<file path="config.mk">
export PLATFORM = sky130hd
export DESIGN_NAME = lsu_timer
export DESIGN_NICKNAME = d
export VERILOG_FILES = /design/src/rtl/rv32i_pkg.sv /design/src/rtl/lsu_timer_prescaler.sv /design/src/rtl/lsu_timer.sv
export SDC_FILE = /design/constraint.sdc
export NUM_CORES = 1
export LEC_CHECK = 0
export ABC_CLOCK_PERIOD_IN_PS = 2050
export CAP_MARGIN = 10
export CORE_ASPECT_RATIO = 1.25
export CORE_UTILIZATION = 50
export CTS_BUF_LIST = sky130_fd_sc_hd__clkbuf_4 sky130_fd_sc_hd__clkbuf_8
export DETAILED_ROUTE_END_ITERATION = 6
export DONT_BUFFER_PORTS = 1
export PLACE_DENSITY = 0.63
export SLEW_MARGIN = 40
export SYNTH_ARGS = -nofsm -noshare
export SYNTH_HDL_FRONTEND = slang
export SYNTH_SLANG_ARGS = --single-unit
</file>
<file path="constraint.sdc">
create_clock -name i_clk -period 2.05 [get_ports i_clk]
set_input_delay 0.1025 -clock i_clk [delete_from_list [all_inputs] [get_ports i_clk]]
set_output_delay 0.1025 -clock i_clk [all_outputs]
set_load 0.02 [all_outputs]
</file>
<file path="src/rtl/rv32i_pkg.sv">
// Shared timer definitions: register offsets, CTRL layout, byte-merge helper.
package rv32i_pkg;

   localparam logic [3:0] TIMER_CTRL_OFS   = 4'h0;
   localparam logic [3:0] TIMER_COUNT_OFS  = 4'h4;
   localparam logic [3:0] TIMER_CMP_OFS    = 4'h8;
   localparam logic [3:0] TIMER_STATUS_OFS = 4'hC;

   localparam int CTRL_EN_BIT       = 0;
   localparam int CTRL_AUTO_RLD_BIT = 1;
   localparam int CTRL_IRQ_EN_BIT   = 2;
   localparam int CTRL_PSC_LSB      = 8;
   localparam int STATUS_MATCH_BIT  = 0;
   localparam int PSC_W_MAX         = 8;

   typedef struct packed {
      logic [PSC_W_MAX-1:0] psc;
      logic                 irq_en;
      logic                 auto_rld;
      logic                 en;
   } timer_ctrl_t;

   function automatic logic [31:0] bmerge(
      input logic [31:0] old,
      input logic [31:0] wd,
      input logic [3:0]  be
   );
      logic [31:0] r;
      for (int i = 0; i < 4; i++)
         r[8*i +: 8] = be[i] ? wd[8*i +: 8] : old[8*i +: 8];
      return r;
   endfunction

endpackage

</file>
<file path="src/rtl/lsu_timer_prescaler.sv">
// Tick generator for lsu_timer; divides by PSC+1 when LSU_TIMER_PRESCALE_EN
// is defined, otherwise tick simply follows EN.
module lsu_timer_prescaler
   import rv32i_pkg::*;
#(
   parameter int unsigned PSC_W = 8
) (
   input  logic             i_clk,
   input  logic             i_rst_n,
   input  logic             en,
   input  logic [PSC_W-1:0] psc,
   input  logic             clr,
   output logic             tick
);

`ifdef LSU_TIMER_PRESCALE_EN
   logic [PSC_W-1:0] cnt;

   assign tick = en && (cnt == psc);

   always_ff @(posedge i_clk or negedge i_rst_n) begin
      if (!i_rst_n)
         cnt <= '0;
      else if (clr)
         cnt <= '0;
      else if (en)
         cnt <= (cnt == psc) ? '0 : cnt + 1'b1;
   end
`else
   logic unused_psc;

   assign unused_psc = ^{i_clk, i_rst_n, psc, clr};
   assign tick       = en;
`endif

endmodule

</file>
<file path="src/rtl/lsu_timer.sv">
// Memory-mapped 32-bit timer on the LSU timer window.
// Optional prescaler enabled by LSU_TIMER_PRESCALE_EN.
module lsu_timer
   import rv32i_pkg::*;
#(
   parameter logic [31:0] CMP_RST = 32'hFFFF_FFFF,
   parameter int unsigned PSC_W   = 8
) (
   input  logic        i_clk,
   input  logic        i_rst_n,
   input  logic        i_vld,
   input  logic        i_wren,
   input  logic [3:0]  i_addr,
   input  logic [3:0]  i_bmask,
   input  logic [31:0] i_wdata,
   output logic [31:0] o_rdata,
   output logic        o_rvalid,
   output logic        o_irq
);

   timer_ctrl_t ctrl;
   logic [31:0] count;
   logic [31:0] cmp;
   logic        status;
   logic        tick;
   logic        match;
   logic [31:0] count_tick;
   logic [31:0] rd_val;
   logic        wr, rd;
   logic        wr_ctrl, wr_count, wr_cmp, wr_status;
   logic        w1c;
   logic        unused_addr;

   assign unused_addr = ^i_addr[1:0];

   assign wr        = i_vld & i_wren;
   assign rd        = i_vld & ~i_wren;
   assign wr_ctrl   = wr && (i_addr[3:2] == TIMER_CTRL_OFS[3:2]);
   assign wr_count  = wr && (i_addr[3:2] == TIMER_COUNT_OFS[3:2]);
   assign wr_cmp    = wr && (i_addr[3:2] == TIMER_CMP_OFS[3:2]);
   assign wr_status = wr && (i_addr[3:2] == TIMER_STATUS_OFS[3:2]);
   assign w1c       = wr_status & i_bmask[0] & i_wdata[STATUS_MATCH_BIT];

   lsu_timer_prescaler #(
      .PSC_W (PSC_W)
   ) u_psc (
      .i_clk   (i_clk),
      .i_rst_n (i_rst_n),
      .en      (ctrl.en),
      .psc     (ctrl.psc[PSC_W-1:0]),
      .clr     (wr_ctrl),
      .tick    (tick)
   );

   assign match = tick && (count == cmp);

   always_comb begin
      count_tick = count;
      if (tick)
         count_tick = (match && ctrl.auto_rld) ? '0 : count + 32'd1;
   end

   always_comb begin
      rd_val = '0;
      unique case (i_addr[3:2])
         2'd0: begin
            rd_val[CTRL_EN_BIT]       = ctrl.en;
            rd_val[CTRL_AUTO_RLD_BIT] = ctrl.auto_rld;
            rd_val[CTRL_IRQ_EN_BIT]   = ctrl.irq_en;
            rd_val[CTRL_PSC_LSB +: PSC_W_MAX] = ctrl.psc;
         end
         2'd1: rd_val = count;
         2'd2: rd_val = cmp;
         2'd3: rd_val[STATUS_MATCH_BIT] = status;
      endcase
   end

   always_ff @(posedge i_clk or negedge i_rst_n) begin
      if (!i_rst_n) begin
         ctrl     <= '0;
         count    <= '0;
         cmp      <= CMP_RST;
         status   <= 1'b0;
         o_rdata  <= '0;
         o_rvalid <= 1'b0;
      end else begin
         o_rvalid <= rd;
         if (rd)
            o_rdata <= rd_val;
         if (wr_ctrl && i_bmask[0]) begin
            ctrl.en       <= i_wdata[CTRL_EN_BIT];
            ctrl.auto_rld <= i_wdata[CTRL_AUTO_RLD_BIT];
            ctrl.irq_en   <= i_wdata[CTRL_IRQ_EN_BIT];
         end
`ifdef LSU_TIMER_PRESCALE_EN
         if (wr_ctrl && i_bmask[1])
            ctrl.psc <= i_wdata[CTRL_PSC_LSB +: PSC_W_MAX];
`endif
         // Written bytes override the ticked value; the rest keep counting.
         count  <= wr_count ? bmerge(count_tick, i_wdata, i_bmask)
                            : count_tick;
         if (wr_cmp)
            cmp <= bmerge(cmp, i_wdata, i_bmask);
         status <= match | (status & ~w1c);
      end
   end

   assign o_irq = status & ctrl.irq_en;

endmodule
</file>
[Word-level counts from Yosys, hierarchy flattened]
Cells that the tools add are included.
Word-level totals
  input port bits: 44
  flip-flop bits (word level): 101
Operators by class
  eq/ne operators: 4
  bitwise logic cells: 9
  multiplexer cells: 12
  add/subtract/negate cells: 1
  reduce and logical (&&, ||, !) cells: 12
Operator list (count)
  two-way mux 32 bit: 3
  adder 32 x 1 -> 32 bit, second input constant: 1
  equality test 32 bit: 1
  two-way mux 8 bit: 4
  one-hot mux 16 bit (2 select lines): 1
  one-hot mux 8 bit (3 select lines): 1
  one-hot mux 5 bit (2 select lines): 1
  AND reduction 2 bit: 4
  logical AND 1 bit: 7
  AND 1 bit: 6
  one-hot mux 2 bit (3 select lines): 1
  equality test 2 bit, second input constant: 2
  one-hot mux 1 bit (4 select lines): 1
  equality test 2 x 1 -> 1 bit, second input constant: 1
  logical NOT 2 bit: 1
  NOT 1 bit: 2
  bitwise OR 1 bit: 1

[Logic depth before layout (Yosys ltp)]
Gate-level depths: netlist of the first run.
  word-level depth: 7
  gate-level depth with buffers: 8
  mapped depth without buffers: 6

[Hierarchy]
Synthesis of the first run repeated with hierarchy kept, for this count alone.
Unflattened totals
  cell total of the unflattened synthesis: 517
  area total of the unflattened synthesis: 5337.6 µm²
By module, submodules not included
  lsu_timer: sequential area each 2567.5 µm², area each 5330.1 µm², instances 1, cells an instance 516
  lsu_timer_prescaler: sequential area each 0.0 µm², area each 7.5 µm², instances 1, cells an instance 1

[Worst setup path before layout of the first run]
OpenSTA, ideal clock, no wires.
  kind: register -> register
  start: reg count[6]
  end: reg count[10]
  required time: 1.919 ns
  setup slack: 0.183 ns
  arrival: 1.736 ns
  cell stages (with the launch flop): 8
  buffers on the path: 2
  period minus slack after synthesis: 1.867 ns
  cells stage by stage: dfrtp_1 buf_6 xor2_2 nor4_4 nand4_2 nor4_4 buf_6 o31ai_2
On the way
  longest elaborated chain between the ends: 7
  elaborated cells on any way between the ends: 8
  classes of those cells: add/sub: 1; eq/ne: 1; mux: 4; reduce/logical: 2
Ends and longest elaborated chain
  from (decl): RTL line lsu_timer.sv:22  | logic [31:0] count;
  from (signal assigned): RTL line lsu_timer.sv:100  | count <= wr_count ? bmerge(count_tick, i_wdata, i_bmask)
  parallel branches: the longest is 3 deep, another holds adder 32 x 1 -> 32 bit
  two-way mux 32 bit *: RTL line lsu_timer.sv:60  | count_tick = (match && ctrl.auto_rld) ? '0 : count + 32'd1;
  two-way mux 32 bit *: RTL line lsu_timer.sv:59  | if (tick)
  two-way mux 8 bit: RTL line rv32i_pkg.sv:30  | r[8*i +: 8] = be[i] ? wd[8*i +: 8] : old[8*i +: 8];
  two-way mux 32 bit *: RTL line lsu_timer.sv:100
Every way passes the cells marked *.
A chain may end at the register's enable or synchronous reset.

[Worst setup path in the final report of the first run]
  start: reg cmp[18]
  end: reg count[0]
On the way
  longest elaborated chain between the ends: 7
Ends and longest elaborated chain
  from (decl): RTL line lsu_timer.sv:23  | logic [31:0] cmp;
  from (signal assigned): RTL line lsu_timer.sv:103  | cmp <= bmerge(cmp, i_wdata, i_bmask);
  equality test 32 bit *: RTL line lsu_timer.sv:55  | assign match = tick && (count == cmp);
  logical AND 1 bit *: RTL line lsu_timer.sv:55
  logical AND 1 bit *: RTL line lsu_timer.sv:60
  two-way mux 32 bit *: RTL line lsu_timer.sv:60
  two-way mux 32 bit *: RTL line lsu_timer.sv:59
  two-way mux 8 bit: RTL line rv32i_pkg.sv:30
  two-way mux 32 bit *: RTL line lsu_timer.sv:100
Mark *: on every way between the ends. The rest lies on a longest branch, timed or not.

==> reports/results.tsv, run 1 <==
metric	value	unit
EDFF count, synth	0	
Mapped Cells	512	
CP Data Required Time	2.31	ns
die footprint	11440	µm²
Setup CP Type	flip-flop to flip-flop	
Ys Warns	8	
period utilisation layout	98.16	%
post-DR vias/cell	5.883	
final setup fails	0	
DRC	0	
violated checks	hold timing	
sequential share of the synthesized area	46.64	%
RePlAce Congestion	0.8685	
synth cell count leaders	83 x nand2_1, 69 x dfrtp_1, 39 x xor2_1	
Mapped Area	5505	µm²
io pins	78	
Core Box Area	10670	µm²
number of global-route vias before repair	4311	
area leader, netlist	dfrtp_1	
I/O Buffers	0	
top-count cell post-synth	nand2_1	
total track usage	26.11	%
final core occ	61.28	%
reported max-cap violation count	0	
Worst R2R Start	cmp[18]	
f_max	0.4969	GHz
Die Span Y	119.3	µm
Vias	4171	
CTS tree	done	
Rows	42	
Wirelength per Cell	19.65	µm
power per cell area	1020	nW/µm²
initial antenna violation count	0	
largest net degree at the start of global routing	102	
CTS root buffer	clkbuf_8	
CTS Buf Count	9	
peak supply drop	551.4	µV
overall power	6.671	mW
worst r2r dst	count[0]	
# diodes	0	
post-route cell area	6538	µm²
slew margin rel.	54.68	%
clk_lat worst skew	0.38	ns
flop-to-flop setup slack	0.04	ns
crit start category	flip-flop	
worst slew pin tran	0.6797	ns
top-area cell type share of the netlist area	31.36	%
worst hold path type	input port to asynchronous set/reset pin	
post-route ant nets	0	
Overflow after GRT	0	
asr flop ratio synth	100.0	%
clk slew on worst S/H paths	0.10	ns
DRT iter0 DRCs	185	
minimum clock period	2.012	ns
Die Wd	95.86	µm
Fin. Hold Viols	101	
Clock Sinks	101	
RSZ-0062 raised after global routing	true	
outcome	finished with violations	
Slew Limit Fails	0	
clk buf depth	2	
crit end category	flip-flop	
Final Skew	0.009647	ns
total routed wirelength	13930	µm
Final #Nets	623	
placed cell areas	5821	µm²
top cells by area, synth	dfrtp_1 31%, dfstp_2 15%, o31ai_2 6.8%	
post-synthesis cell type count	39	
Main synth FF type	dfrtp_1	
crit path DAT	2.27	ns
global-route wire length before repair	22350	µm
ratio of cells with drive above 1 in the final layout	31.20	%
syn_nets	563	
initial core utilization	51.61	%
hold_buf cts	35	
worst-path maximum fanout	12	
R2R depth	7	
leakage	2.683	nW
area added between synthesis and finish	18.75	%
hpwl dp	9665	µm
#FFs+latches synth	101	
H-tree depth	3	
drt first pass iters	5	
worst hold slack	-0.5876	ns
Avg Inst Size Synth	10.75	µm²
==> kinds of logic (layout without fill, tap and decap cells) <==
kind of cell,after synthesis,in the layout,share of synthesized area (%)
AO/OA/AOI/OAI,108,108,17.00
flip-flops,101,101,46.64
XOR/XNOR,53,53,8.568
AND/OR/NAND/NOR,163,163,15.34
multiplexers,33,33,6.750
adder cells (fa/ha/maj),7,7,1.591
buffers and inverters,47,112,4.114
==> how the worst max path moves through the flow <==
| stage | from | to | slack, ns |
|---|---|---|---|
| global route | cmp[24] | count[0] | -0.03 |
| global placement | cmp[23] | count[0] | 0.03 |
| finish | cmp[18] | count[0] | 0.04 |
| CTS | cmp[18] | count[0] | -0.009 |
| detailed placement | cmp[23] | count[16] | -0.02 |
| floorplan | count[6] | count[10] | 0.18 |
==> layout by cell type, fill, tap and decap left out, types with 4 or more instances in the layout <==
cell type      instances
nand2_1               83
dfrtp_1               69
buf_4                 44
xor2_1                37
dlygate4sd3_1         35
mux2_2                33
o21ai_0               32
dfstp_2               32
o31ai_2               30
a22oi_1               30
nand3_1               17
nand4_1               15
xnor2_1               13
nor2_1                10
clkbuf_8               9
inv_1                  8
and3_1                 8
ha_1                   7
nand2b_1               6
nor2b_1                6
inv_2                  5
a222oi_1               4
bufinv_16              4
==> registers in the layout, indices dropped and copies added (netlist names) <==
| register | cells |
|---|---|
| status | 1 |
| o_rvalid | 1 |
| count | 32 |
| cmp | 32 |
| ctrl | 3 |
| o_rdata | 32 |
==> worst max-delay path: stages (launching register included) <==
cell and delay [ns]:
dfstp_2 0.57, xor2_2 0.10, nor4_2 0.35, nand4_2 0.19
nor4_4 0.26, buf_4 0.17, buf_12 0.16, o31ai_1 0.09
==> timing repair <==
item | in CTS | in global routing
endpoints found under the setup margin | 30 | 31
pin swaps | 2 | 3
cloned | 0 | 2
gates resized for setup | 3 | 3
endpoints found under the hold margin | 171 | 101
buffers inserted | 0 | 4
==> per-layer routing <==
layer,GRT usage (%),part of all wire [%]
met1,34.32,43
met2,42.46,51
met3,4.662,3.8
met4,9.888,2.3
met5,0,0
==> layout make-up <==
class                      count  area, µm²
sequential                   101       2567
tap                          132      165.2
clock inverter                 6      135.1
fill                         908       4130
inverter                      13      48.80
clock buffer                  10      131.4
timing repair buffer          83      748.2
multi-input combinational    364       2741
==> where the power goes <==
| group | switching (mW) | internal, mW |
|---|---|---|
| sequential | 0.568 | 2.54 |
| combinational | 0.976 | 0.941 |
| clock | 0.699 | 0.947 |
==> per-stage QoR <==
step,TNS [ns],std cells,setup slack [ns]
3_3_place_gp,0,652,0.02901
3_5_place_dp,-0.1156,652,-0.01553
6_report,0,709,0.03771
2_1_floorplan,0,512,0.1828
4_1_cts,-0.02679,703,-0.009038
5_1_grt,-0.2872,709,-0.02645
Note: power is estimated with default switching activity, not from simulation.
==> inputs of run 2 (changes only) <==
- PLACE_DENSITY: 0.63 -> not set
==> reports/results.tsv, run 2 (synthesized netlist as in run 1, its figures left out) <==
metric	value	unit
peak supply drop	534.2	µV
WL met3	643	µm
Overflow after GRT	0	
Rows	42	
top sig layer	met4	
number of global-route vias before repair	4331	
overall power	6.310	mW
CP Data Required Time	2.30	ns
H-tree depth	3	
I/O Buffers	0	
Largest regs	cmp (32), count (32), o_rdata (32)	
Slew Limit Fails	0	
post-route cell area	6534	µm²
clk slew on worst S/H paths	0.09	ns
largest net degree at the start of global routing	102	
drt first pass iters	6	
CTS tree	done	
Die Span Y	119.3	µm
post-DR vias/cell	5.858	
Final #Nets	632	
Finished Layout Cells	718	
clk buf depth	2	
crit start category	flip-flop	
reported max-cap violation count	0	
# diodes	0	
Wirelength per Cell	20.04	µm
Final Worst Setup Slack	0.01026	ns
Core Box Area	10670	µm²
Fin. Hold Viols	101	
RSZ-0062 raised after global routing	true	
period utilisation layout	99.50	%
final setup fails	0	
area added between synthesis and finish	18.68	%
hpwl dp	10060	µm
Place WS	-0.1436	ns
crit path DAT	2.29	ns
outcome	finished with violations	
global-route wire length before repair	23090	µm
placed cell areas	5868	µm²
slew margin rel.	62.68	%
ratio of cells with drive above 1 in the final layout	31.74	%
f_max	0.4903	GHz
initial antenna violation count	0	
violated checks	hold timing	
flop-to-flop setup slack	0.01	ns
Die Wd	95.86	µm
die footprint	11440	µm²
Inst Count DP	660	
worst-path maximum fanout	8	
io pins	78	
worst slew pin tran	0.5547	ns
crit end category	flip-flop	
DRT iter0 DRCs	208	
metal2 WL	7219	µm
RePlAce Congestion	0.8864	
setup_tns	0	ns
leakage	2.697	nW
total routed wirelength	14390	µm
worst hold slack	-0.5803	ns
commonest non-fill, non-tap cells in the layout	83 x nand2_1, 69 x dfrtp_1, 50 x buf_4	
DRC	0	
total track usage	27.50	%
most common cell after layout, fill and taps aside	nand2_1	
Clock Sinks	101	
CTS Buf Count	9	
Vias	4206	
worst hold path type	input port to asynchronous set/reset pin	
hold_buf cts	37	
power per cell area	965.8	nW/µm²
clk_lat worst skew	0.37	ns
Setup CP Type	flip-flop to flip-flop	
metal1 wirelength	6140	µm
CTS root buffer	clkbuf_8	
Final Skew	0.01587	ns
initial core utilization	51.61	%
post-route ant nets	0	
minimum clock period	2.040	ns
## run 2: per-stage QoR
| step | hold WS [ns] | util [%] |
|---|---|---|
| after floorplan | -0.1931 | - |
| after global placement | -0.1907 | 55.01 |
| after detailed placement | -0.1900 | 55.01 |
| after CTS | -0.6026 | 60.70 |
| after global routing | -0.6129 | 61.25 |
| final | -0.5803 | 61.25 |
## run 2: routing by layer
layer / GRT usage (%) / up-vias
met1: 35.59 / 2103
met5: 0 / -
met2: 44.55 / 110
met4: 11.47 / 0
met3: 5.236 / 26
li1: - / 1967
## run 2: cell type report
type / count / area, µm²
multi-input combinational: 364 / 2738
clock buffer: 13 / 166.4
sequential: 101 / 2567
timing repair buffer: 92 / 827.0
fill: 919 / 4134
tap: 132 / 165.2
clock inverter: 3 / 21.27
inverter: 13 / 48.80
## run 2: where the power goes
group          switching (mW)  total (mW)  internal, mW
registers               0.538        3.08          2.54
logic                    1.03        2.02         0.983
clock network           0.679        1.22         0.537
## run 2: worst paths after layout
path	start	endpoint	depth (start not counted)
max	cmp[23]	count[27]	7
min	i_rst_n	o_rdata[1]	0
max reg2reg	cmp[23]	count[27]	7
min reg2reg	cmp[1]	cmp[1]	2
max in group asynchronous	i_rst_n	cmp[31]	0
min in group i_clk	i_addr[3]	status	3
## run 2: worst max-delay path, cell delays in order, from the launching register on
cell     delay, ns
dfstp_2       0.57
xor2_2        0.10
nor4_4        0.36
nand4_2       0.20
nor4_4        0.26
buf_4         0.19
buf_8         0.15
o31ai_2       0.07
## run 2: timing repair
| item | 4_1_cts | 5_1_grt |
|---|---|---|
| pin swaps | 2 | 4 |
| gates resized for setup | 6 | 11 |
| buffers inserted | 2 | 1 |
| hold endpoints to repair | 172 | 101 |
| endpoints found under the setup margin | 32 | 33 |
| cloned | 2 | 0 |
==> inputs of run 3 (changes only) <==
- SYNTH_HIERARCHICAL: not set -> 1
==> reports/results.tsv, run 3 <==
metric	value	unit
violated checks	hold timing, setup timing	
global-route wire length before repair	23200	µm
drt first pass iters	6	
most common cell after layout, fill and taps aside	nand2_1	
clk buf depth	2	
Core Box Area	10210	µm²
Overflow after GRT	0	
Wirelength per Cell	20.32	µm
GR Util met3	4.734	%
Mapped Area	5328	µm²
GRT met2 Usage	46.20	%
crit path DAT	2.40	ns
io pins	78	
clk_lat worst skew	0.38	ns
crit start category	flip-flop	
peak supply drop	507.8	µV
Setup CP Type	flip-flop to flip-flop	
Ys Warns	22	
I/O Buffers	0	
outcome	finished with violations	
Avg Inst Size Synth	10.34	µm²
number of global-route vias before repair	4377	
global route hottest layer	met2	
largest net degree at the start of global routing	102	
setup_tns	-2.575	ns
Die Wd	94.33	µm
RePlAce Congestion	0.8919	
slowest CP cell	dfstp_2	
reported max-cap violation count	0	
met1 global-route usage	36.32	%
hpwl dp	10250	µm
CTS tree	done	
clk slew on worst S/H paths	0.10	ns
DRC	0	
worst hold path type	input port to asynchronous set/reset pin	
period utilisation layout	104.9	%
Fin. Hold Viols	101	
commonest non-fill, non-tap cells in the layout	80 x nand2_1, 69 x dfrtp_1, 60 x buf_4	
Mapped Cells	515	
Die Span Y	117.4	µm
# diodes	0	
worst hold slack	-0.5845	ns
hold_buf cts	37	
die footprint	11070	µm²
ratio of cells with drive above 1 in the final layout	28.52	%
RSZ-0062 raised after global routing	true	
leakage	2.610	nW
final setup fails	32	
H-tree depth	3	
Final #Nets	636	
minimum clock period	2.151	ns
Slew Limit Fails	0	
post-DR vias/cell	5.841	
Worst path max stage delay	0.55	ns
worst-path maximum fanout	7	
CTS root buffer	clkbuf_8	
f_max	0.4649	GHz
Place WS	-0.1340	ns
CP Cell Sequence	nand2b_4 > o2111ai_1 > a2111o_1 > a2111oi_4 > and4_4 > buf_8 > o31ai_4	
total track usage	27.79	%
DRT iter0 DRCs	264	
Clock Sinks	101	
Vias	4194	
Rows	41	
crit end category	flip-flop	
power per cell area	1021	nW/µm²
Largest regs	cmp (32), count (32), o_rdata (32)	
Final Skew	0.009848	ns
post-route ant nets	0	
area added between synthesis and finish	21.42	%
initial core utilization	52.19	%
slew margin rel.	62.37	%
syn_nets	565	
total routed wirelength	14590	µm
Final Worst Setup Slack	-0.1012	ns
CP Data Required Time	2.30	ns
worst slew pin tran	0.5645	ns
initial antenna violation count	0	
CTS Buf Count	9	
[run 3: cell count changes in the layout (fill, tap and decap cells not counted), moves of 5 or more]
cell     previous run  this run
inv_1               9        14
o31ai_2            30        12
o31ai_1             3        20
xnor2_1            13        23
nand4_1            15        21
and3_1              8         1
buf_4              50        60
xor2_1             38        31
[run 3: power breakdown]
group	internal (mW)	switching (mW)	leakage, nW
Combinational	0.980	0.936	1.27
Sequential	2.54	0.543	1.21
Clock	0.919	0.686	0.125
[run 3: worst max-delay path: cells and delay by family, from the launching register on]
family	cells	cell delay, ns
AOI/OAI and AO/OA	4	0.88
buffers and inverters	1	0.15
DFF	1	0.55
and+or+nand+nor	2	0.44
[run 3: timing repair]
action / 4_1_cts / 5_1_grt
resized for setup: 8 / 14
pin swaps: 4 / 7
hold endpoints to repair: 171 / 101
setup buffers: 1 / 1
endpoints found under the setup margin: 32 / 32
[run 3: through the flow]
step / cell area (µm²) / hold slack (ns) / total power, mW / instances / util [%]
floorplan: 5328 / -0.1931 / 4.167 / 515 / -
CTS: 6381 / -0.6008 / 6.566 / 717 / 62.51
detailed placement: 5720 / -0.1904 / 4.850 / 665 / 56.04
global placement: 5720 / -0.1908 / 4.811 / 665 / 56.04
finish: 6469 / -0.5845 / 6.605 / 718 / 63.37
global route: 6469 / -0.6118 / 6.928 / 718 / 63.37
[run 3: cell type report]
type                    instances  area, µm²
flip-flops and latches        101       2567
clock inverters                 5      125.1
fillers                       862       3740
inverters                      15      56.30
multi-input cells             359       2559
repair buffers                100      875.8
clock buffers                   9      123.9
well taps                     129      161.4
[run 3: layer usage]
metal | up-vias | wire length [µm]
li1 | 1975 | -
met3 | 18 | 613
met1 | 2092 | 6263
met2 | 109 | 7495
met5 | - | 0
met4 | 0 | 216
[run 3: path summary, 6_finish.rpt]
check	end	slack, ns	cells past startpoint	startpoint
setup / recovery	count[3]	-0.10	7	cmp[30]
hold / removal	o_rdata[11]	-0.58	0	i_rst_n
setup reg to reg	count[3]	-0.10	7	cmp[30]
hold reg to reg	ctrl[2]	0.56	1	ctrl[2]
max in group asynchronous	cmp[29]	2.42	0	i_rst_n
min in group i_clk	count[1]	0.05	3	i_vld
